### src/rtl/perf_counter_event_master_if.sv
// Avalon-MM write-only link between the event master and the performance
// counter control slave.
interface perf_counter_event_master_if;
    logic [3:0]  avm_address;
    logic        avm_write;
    logic        avm_begintransfer;
    logic [31:0] avm_writedata;
    logic        avm_waitrequest;

    modport master (
        output avm_address,
        output avm_write,
        output avm_begintransfer,
        output avm_writedata,
        input  avm_waitrequest
    );

    modport slave (
        input  avm_address,
        input  avm_write,
        input  avm_begintransfer,
        input  avm_writedata,
        output avm_waitrequest
    );
endinterface

### src/rtl/perf_counter_event_master.sv
// Turns per-section start/stop pulses and a global clear pulse into Avalon-MM
// control writes for the performance counter, coalescing events that arrive while pending.
module perf_counter_event_master #(
    parameter int NUM_SECTIONS = 4,
    parameter int DROP_W       = 8
) (
    input  logic                    clk,
    input  logic                    reset_n,
    input  logic [NUM_SECTIONS-1:0] start_i,
    input  logic [NUM_SECTIONS-1:0] stop_i,
    input  logic                    clear_i,
    perf_counter_event_master_if.master avm,
    output logic                    busy_o,
    output logic [DROP_W-1:0]       dropped_o
);

    localparam int SUM_W = DROP_W + 4;
    localparam logic [DROP_W-1:0] DROP_MAX = '1;

    typedef enum logic [1:0] {
        S_IDLE,
        S_ISSUE,
        S_WAIT
    } state_t;

    state_t                  r_state;
    logic [NUM_SECTIONS-1:0] r_pend_go;
    logic [NUM_SECTIONS-1:0] r_pend_stop;
    logic                    r_pend_clr;
    logic [3:0]              r_address;
    logic                    r_wdata0;
    logic                    r_write;
    logic                    r_begin;
    logic [DROP_W-1:0]       r_dropped;

    logic                    w_any_pend;
    logic                    w_take_clr;
    logic [NUM_SECTIONS-1:0] w_take_stop;
    logic [NUM_SECTIONS-1:0] w_take_go;
    logic [3:0]              w_win_addr;
    logic [NUM_SECTIONS-1:0] w_drop_go;
    logic [NUM_SECTIONS-1:0] w_drop_stop;
    logic                    w_drop_clr;
    logic [3:0]              w_drop_cnt;
    logic [SUM_W-1:0]        w_drop_sum;
    logic [DROP_W-1:0]       w_dropped_next;

    assign w_any_pend = r_pend_clr | (|r_pend_stop) | (|r_pend_go);

    // Winner selection only happens in IDLE; x & -x isolates the lowest set bit.
    always_comb begin
        w_take_clr  = 1'b0;
        w_take_stop = '0;
        w_take_go   = '0;
        w_win_addr  = 4'd0;
        if (r_state == S_IDLE) begin
            if (r_pend_clr) begin
                w_take_clr = 1'b1;
            end else if (|r_pend_stop) begin
                w_take_stop = r_pend_stop & (~r_pend_stop + 1'b1);
            end else if (|r_pend_go) begin
                w_take_go = r_pend_go & (~r_pend_go + 1'b1);
            end
        end
        for (int i = 0; i < NUM_SECTIONS; i++) begin
            if (w_take_stop[i]) w_win_addr = 4'(4 * i);
            if (w_take_go[i])   w_win_addr = 4'(4 * i + 1);
        end
    end

    // A bit being consumed this cycle absorbs a new event without a drop.
    assign w_drop_go   = start_i & r_pend_go   & ~w_take_go;
    assign w_drop_stop = stop_i  & r_pend_stop & ~w_take_stop;
    assign w_drop_clr  = clear_i & r_pend_clr  & ~w_take_clr;

    always_comb begin
        w_drop_cnt = 4'(w_drop_clr);
        for (int i = 0; i < NUM_SECTIONS; i++) begin
            w_drop_cnt = w_drop_cnt + 4'(w_drop_go[i]) + 4'(w_drop_stop[i]);
        end
    end

    assign w_drop_sum     = SUM_W'(r_dropped) + SUM_W'(w_drop_cnt);
    assign w_dropped_next = (w_drop_sum > SUM_W'(DROP_MAX)) ? DROP_MAX
                                                           : w_drop_sum[DROP_W-1:0];

    always_ff @(posedge clk or negedge reset_n) begin
        if (!reset_n) begin
            r_state     <= S_IDLE;
            r_pend_go   <= '0;
            r_pend_stop <= '0;
            r_pend_clr  <= 1'b0;
            r_address   <= 4'd0;
            r_wdata0    <= 1'b0;
            r_write     <= 1'b0;
            r_begin     <= 1'b0;
            r_dropped   <= '0;
        end else begin
            r_pend_go   <= (r_pend_go   & ~w_take_go)   | start_i;
            r_pend_stop <= (r_pend_stop & ~w_take_stop) | stop_i;
            r_pend_clr  <= (r_pend_clr  & ~w_take_clr)  | clear_i;
            r_dropped   <= w_dropped_next;
            case (r_state)
                S_IDLE: begin
                    if (w_any_pend) begin
                        r_address <= w_win_addr;
                        r_wdata0  <= w_take_clr;
                        r_write   <= 1'b1;
                        r_begin   <= 1'b1;
                        r_state   <= S_ISSUE;
                    end
                end
                S_ISSUE: begin
                    r_begin <= 1'b0;
                    if (!avm.avm_waitrequest) begin
                        r_write <= 1'b0;
                        r_state <= S_IDLE;
                    end else begin
                        r_state <= S_WAIT;
                    end
                end
                S_WAIT: begin
                    if (!avm.avm_waitrequest) begin
                        r_write <= 1'b0;
                        r_state <= S_IDLE;
                    end
                end
                default: begin
                    r_write <= 1'b0;
                    r_begin <= 1'b0;
                    r_state <= S_IDLE;
                end
            endcase
        end
    end

    assign avm.avm_address       = r_address;
    assign avm.avm_writedata     = {31'd0, r_wdata0};
    assign avm.avm_write         = r_write;
    assign avm.avm_begintransfer = r_begin;
    assign busy_o                = w_any_pend | (r_state != S_IDLE);
    assign dropped_o             = r_dropped;

endmodule
### src/flat_wrapper.sv
// flat-port wrapper written by rule: the top's interface ports become plain ports
module perf_counter_event_master_flat 
#(
    parameter int NUM_SECTIONS = 4,
    parameter int DROP_W       = 8
)
  (clk, reset_n, start_i, stop_i, clear_i, busy_o, dropped_o, avm_avm_address, avm_avm_write, avm_avm_begintransfer, avm_avm_writedata, avm_avm_waitrequest);
  perf_counter_event_master_if avm_i ();
  input  logic clk;
  input  logic reset_n;
  input  logic [NUM_SECTIONS-1:0] start_i;
  input  logic [NUM_SECTIONS-1:0] stop_i;
  input  logic clear_i;
  output logic busy_o;
  output logic [DROP_W-1:0] dropped_o;
  output wire logic [$bits(avm_i.avm_address)-1:0] avm_avm_address;
  output wire logic [$bits(avm_i.avm_write)-1:0] avm_avm_write;
  output wire logic [$bits(avm_i.avm_begintransfer)-1:0] avm_avm_begintransfer;
  output wire logic [$bits(avm_i.avm_writedata)-1:0] avm_avm_writedata;
  input wire logic [$bits(avm_i.avm_waitrequest)-1:0] avm_avm_waitrequest;
  assign avm_avm_address = avm_i.avm_address;
  assign avm_avm_write = avm_i.avm_write;
  assign avm_avm_begintransfer = avm_i.avm_begintransfer;
  assign avm_avm_writedata = avm_i.avm_writedata;
  assign avm_i.avm_waitrequest = avm_avm_waitrequest;
  perf_counter_event_master #(.NUM_SECTIONS(NUM_SECTIONS), .DROP_W(DROP_W)) u_core (.clk(clk), .reset_n(reset_n), .start_i(start_i), .stop_i(stop_i), .clear_i(clear_i), .avm(avm_i), .busy_o(busy_o), .dropped_o(dropped_o));
endmodule
### config.mk
export PLATFORM = sky130hd
export DESIGN_NAME = perf_counter_event_master_flat
export DESIGN_NICKNAME = d
export VERILOG_FILES = /design/src/rtl/perf_counter_event_master_if.sv /design/src/rtl/perf_counter_event_master.sv /design/src/flat_wrapper.sv
export SDC_FILE = /design/constraint.sdc
export NUM_CORES = 1
export LEC_CHECK = 0
export ABC_CLOCK_PERIOD_IN_PS = 7700
export CORE_UTILIZATION = 40
export CTS_CLUSTER_SIZE = 40
export DETAILED_ROUTE_END_ITERATION = 10
export GPL_TIMING_DRIVEN = 0
export MAX_ROUTING_LAYER = met4
export PLACE_DENSITY = 0.77
export SLEW_MARGIN = 10
export SYNTH_ARGS = -nofsm -noshare
export SYNTH_HDL_FRONTEND = slang
export SYNTH_SLANG_ARGS = --single-unit
### constraint.sdc
create_clock -name clk -period 7.7 [get_ports clk]
set_clock_uncertainty 0.1 [all_clocks]
set_input_delay 0.77 -clock clk [delete_from_list [all_inputs] [get_ports clk]]
set_output_delay 0.77 -clock clk [all_outputs]
set_load 0.01 [all_outputs]
== Word-level counts from Yosys, hierarchy flattened ==
Index checks and enable logic that the tools add are counted.

* Bits in registers: 26
* Input port bits: 12

* Add/subtract/negate cells: 11
* $lt $le $gt $ge: 1
* Equal/unequal tests: 5
* Muxes and demuxes: 25
* Bitwise logic cells: 23
* Reductions and logical operators: 9

{| class="wikitable"
|+ Operators with widths
! kind !! count
|-
| two-way mux 4 bit || 11
|-
| AND 4 bit || 8
|-
| adder 4 x 1 -> 4 bit || 7
|-
| NOT 4 bit || 4
|-
| greater-than comparator 12 x 8 -> 1 bit, second input constant || 1
|-
| adder 8 x 4 -> 9 bit || 1
|-
| adder 4 x 1 -> 4 bit, second input constant || 2
|-
| two-way mux 8 bit || 1
|-
| OR 4 bit || 2
|-
| AND reduction 2 bit || 4
|-
| OR reduction 4 bit || 2
|-
| two-way mux 2 bit || 3
|-
| two-way mux 3 bit || 2
|-
| case mux 2 bit (3 select lines) || 1
|-
| two-way mux 1 bit || 5
|-
| inequality test 2 bit, second input constant || 2
|-
| OR 1 bit || 4
|-
| case mux 1 bit (2 select lines) || 2
|-
| AND 1 bit || 3
|-
| adder 1 x 1 -> 2 bit || 1
|-
| equality test 2 x 1 -> 1 bit, second input constant || 1
|-
| equality test 2 bit, second input constant || 1
|-
| zero test 2 bit || 1
|-
| inequality test 2 x 1 -> 1 bit, second input constant || 1
|-
| other kinds (3) || 4
|}

== Logic depth before layout (Yosys ltp) ==
* Word-level depth: 20
* Depth in mapped cells: 21
* Gate-level depth less buffers: 19

== Worst setup path before layout ==
No wires, ideal clock.

* Path kind: reg-to-reg
* Start point: reg u_core.r_state[0]
* End point: reg u_core.r_dropped[3] (netlist: u_core.dropped_o[3])
* Setup time: 0.131 ns
* Arrival: 5.304 ns
* Data required time: 7.469 ns
* Path slack: 2.165 ns
* Stages on the path, launching flop included: 21
* Path through: dfrtp_1 > inv_1 > ha_1 > buf_6 > or3b_4 > nand2b_1 > buf_2 > and3_1 > ha_1 > inv_1 > fa_1 > fa_1 > fa_1 > inv_1 > ha_1 > fa_1 > fa_1 > a21o_1 > a21oi_1 > nand2b_1 > o21ai_0

* Longest elaborated chain between the ends: 15
* Elaborated cells on any way between the ends: 21
* Those cells by class: add/sub: 9; order compare: 1; mux: 4; bitwise: 6; reduce/logical: 1

{| class="wikitable"
|+ RTL lines
! item !! RTL line !! text
|-
| from (decl) || perf_counter_event_master.sv:26 || <nowiki>state_t r_state;</nowiki>
|-
| from (signal assigned) || perf_counter_event_master.sv:89 || <nowiki>r_state <= S_IDLE;</nowiki>
|-
| from (signal assigned) || perf_counter_event_master.sv:110 || <nowiki>r_state <= S_ISSUE;</nowiki>
|-
| from (signal assigned) || perf_counter_event_master.sv:117 || <nowiki>r_state <= S_IDLE;</nowiki>
|-
| zero test 2 bit (*) || perf_counter_event_master.sv:56 || <nowiki>if (r_state == S_IDLE) begin</nowiki>
|-
| two-way mux 1 bit or two-way mux 4 bit (tied branches) || perf_counter_event_master.sv:56 ||
|-
| NOT 1 bit or NOT 4 bit (tied branches) || perf_counter_event_master.sv:74, perf_counter_event_master.sv:72 ||
|-
| AND 1 bit or AND 4 bit (tied branches) || perf_counter_event_master.sv:74, perf_counter_event_master.sv:72 ||
|-
| adder 1 x 1 -> 2 bit || perf_counter_event_master.sv:79 || <nowiki>w_drop_cnt = w_drop_cnt + 4'(w_drop_go[i]) + 4'(w_drop_stop[i]);</nowiki>
|-
| adder 4 x 1 -> 4 bit (6 in series) || perf_counter_event_master.sv:79 ||
|-
| adder 4 x 1 -> 4 bit (*) || perf_counter_event_master.sv:79 ||
|-
| adder 8 x 4 -> 9 bit (*) || perf_counter_event_master.sv:83 || <nowiki>assign w_drop_sum = SUM_W'(r_dropped) + SUM_W'(w_drop_cnt);</nowiki>
|-
| greater-than comparator 12 x 8 -> 1 bit || perf_counter_event_master.sv:84 || <nowiki>assign w_dropped_next = (w_drop_sum > SUM_W'(DROP_MAX)) ? DROP_MAX</nowiki>
|-
| two-way mux 8 bit (*) || perf_counter_event_master.sv:84 ||
|-
| named net u_core.w_dropped_next[3] || perf_counter_event_master.sv:46 || <nowiki>logic [DROP_W-1:0] w_dropped_next;</nowiki>
|-
| to (signal assigned) || perf_counter_event_master.sv:102 || <nowiki>r_dropped <= w_dropped_next;</nowiki>
|-
| to (decl) || perf_counter_event_master.sv:34 || <nowiki>logic [DROP_W-1:0] r_dropped;</nowiki>
|}

Mark *: on every way through the listed nets, which the timed path passes. The rest lies on a longest branch.
A chain may end at the register's enable or synchronous reset.

== Worst setup path in the final report ==
Ends and elaborated chain as after synthesis.

==> impl_metrics.toml <==
[sta]
fmax_mhz = 169.1
drv_slew = 0
rsz0062_at_grt = "no"
setup_viol = 0
tns_ps = 0
min_period_ps = 5915
slew_headroom = 0.6235
hold-worst-slack_ps = 375.5
tightest_slew_ps = 564.7
hold_viol_final = 0
min_period_over_period = 0.7682

[cts]
cts_sinks = 25
cts_buffers = 3
clkTransAtPathRegs_ps = 90
htreeDepth = 1
root_buffer = "clkbuf_8"
cts_hold_buf = 0
cts_tree = "done"
clk_path_buf_depth = 2
post_cts_resized = 0
insertion_delay_ps = 270
postCtsSetupRepairBufs = 0

[pwr]
comb_power_share = 0.632
swShare = 0.4005
seq_power_share = 0.269
ir_worst_vdd_uv = 263.0
switching_power_w = 0.0003240
clkPwrFrac = 0.099
p_int_w = 0.0004849
p_leak_nw = 1.094
power.density_nw_per_um2 = 353.1

[floorplan]
rows = 24
die_y_um = 69.23
initial_core_util = 0.4152
io_pins = 59
fp.coreArea_um2 = 4354
dieArea_um2 = 4793
die_w_um = 69.23

[worst_setup_path]
critPathKind = "reg -> reg"
crit_fanout = 9
cp.required_ps = 7760
critPathLaunchType = "flop"
end_kind = "flop"
worst_ep_arrival_time_ps = 5970

[synth]
netlist.area_leader.share = 0.3460
synthArstFlopShare = 1.000
synth.largest_area_cell = "dfrtp_1"
synth_compound_area_frac = 0.1647
synth_xor_area_frac = 0.01453
synthAdderAreaFrac = 0.1564
synthCells = 180
synthDistinctLibCells = 42
ys_seq_elements = 25
synthTopCellsByArea = "dfrtp_1 35%, buf_4 15%, ha_1 9.0%"
yosys.area_share.simple = 0.1322
ys_warn_count = 0
ys.flop_type = "dfrtp_1"
netlist_top_cells_count = "35 x buf_4, 25 x dfrtp_1, 13 x ha_1, 13 x inv_1, 12 x a21oi_1"
yosysMostFrequentCell = "buf_4"
synth_area_um2 = 1808
synth_top_family_by_area = "buffers and inverters"
synth_edf_count = 0
ys_seq_area_frac = 0.3460
synthMuxAreaShare = 0
syn_avg_cell_area_um2 = 10.04

[job]
cap_violations = 0

[detailed_routing]
vias_per_cell = 4.546
wl_per_cell_um = 10.78
drt-total-wl_um = 3158
dr.pass1.iters = 4
drc = 0
drtAntennaViolNets = 0
first_iter_violations = 86
vias = 1332

[place]
portBuffers = 26
place_area_um2 = 2250
hpwl_um = 2535
place_congestion = 0.8556

[final_layout]
drive_above_1_share = 0.2199
postLayoutCellArea_um2 = 2291
fin_util = 0.5261
nets = 273
antenna_cells = 0
syn2layout_area_growth_pct = 26.71

[grt]
gr-total-overflow = 0
antenna_found_initial = 0
grt_max_degree = 26
grt_pass1_wl_um = 5444
grt_pass1_vias = 1239
grt.total_usage = 0.1442

[run_status]
outcome = "completed"

[worst_hold_path]
min_path_type = "in -> async"
metrics by stage:
stage               std cells  total power [W]  setup slack [ps]
CTS                       293        0.0008210              1749
finish                    293        0.0008088              1785
detailed placement        289        0.0007378              1783
global route              293        0.0008935              1499
floorplan                 211        0.0005875              2165
global placement          289        0.0007111              1847
final cells by class:
cell class                 instances  area [um2]
clock inverter                     1       5.005
inverter                          13       48.80
tap                               52       65.06
fill                             410        2063
timing repair buffer              26       255.2
clock buffer                       3       41.29
multi-input combinational        135       965.9
sequential                        25       625.6
buffer                            38       284.0
registers in the layout, summed over array words and instances (netlist names):
signal	count
u_core.r_pend_clr	1
u_core.dropped_o	8
u_core.avm.avm_address	3
u_core.r_state	2
u_core.r_pend_go	4
u_core.r_pend_stop	4
u_core.avm.avm_begintransfer	1
u_core.r_wdata0	1
u_core.avm.avm_write	1
layout by cell type, fill, tap and decap left out, drive strengths merged, types with 4 or more instances in the layout:
master and n:
o21ai 6, clkbuf 4, conb 32, nor3 5, clkdlybuf4s50 25, dfrtp 25, buf 38, o21bai 4
nand2b 8, fa 6, ha 13, inv 13, a31oi 4, a21o 6, nand2 6, a21oi 12
and3 4
logic make-up after synthesis:
family	Yosys count
buffers and inverters	51
AOI/OAI and AO/OA	43
and+or+nand+nor	38
DFF	25
adders and majority gates	19
xor gates and xnor gates	3
other	1
final timing paths:
| kind | startpoint | endpoint | slack [ps] | cells past startpoint |
|---|---|---|---|---|
| min in group clk | u_core.avm.avm_address[0] | u_core.avm.avm_address[0] | 410 | 1 |
| worst max-delay path | u_core.r_state[0] | u_core.dropped_o[3] | 1780 | 20 |
| max in group asynchronous | reset_n | u_core.dropped_o[3] | 6750 | 1 |
| worst max register to register | u_core.r_state[0] | u_core.dropped_o[3] | 1780 | 20 |
| worst min-delay path | reset_n | u_core.r_pend_go[1] | 380 | 1 |
| worst min register to register | u_core.avm.avm_address[0] | u_core.avm.avm_address[0] | 410 | 1 |
metal layers:
metal	up-vias	part of all wire	GRT usage	routed length (um)
met5	-	0	-	0
met4	0	0.017	0.04762	55
met3	5	0.045	0.02471	141
met2	35	0.49	0.2362	1533
met1	615	0.45	0.1812	1427
li1	677	-	-	-
worst max-delay path, cell delays in order (launching register included):
cell and delay [ps]:
dfrtp_1 410, inv_1 110, ha_1 170, buf_6 130
or3b_4 410, nand2b_1 150, buf_2 180, and3_1 210
ha_1 280, inv_1 50, fa_1 480, fa_1 520
fa_1 540, inv_1 40, ha_1 210, fa_1 480
fa_1 450, a21o_1 180, a21oi_1 340, nand2b_1 270
o21ai_0 110
power groups by stage:
stage	Clock, W	Sequential [W]	Combinational [W]
6_report	0.0000800	0.000218	0.000511
5_1_grt	0.0000875	0.000226	0.000580
4_1_cts	0.0000843	0.000219	0.000518
3_5_place_dp	0	0.000221	0.000517
3_3_place_gp	0	0.000220	0.000491
2_1_floorplan	0	0.000229	0.000358
Power figures use the tool's default switching activity.
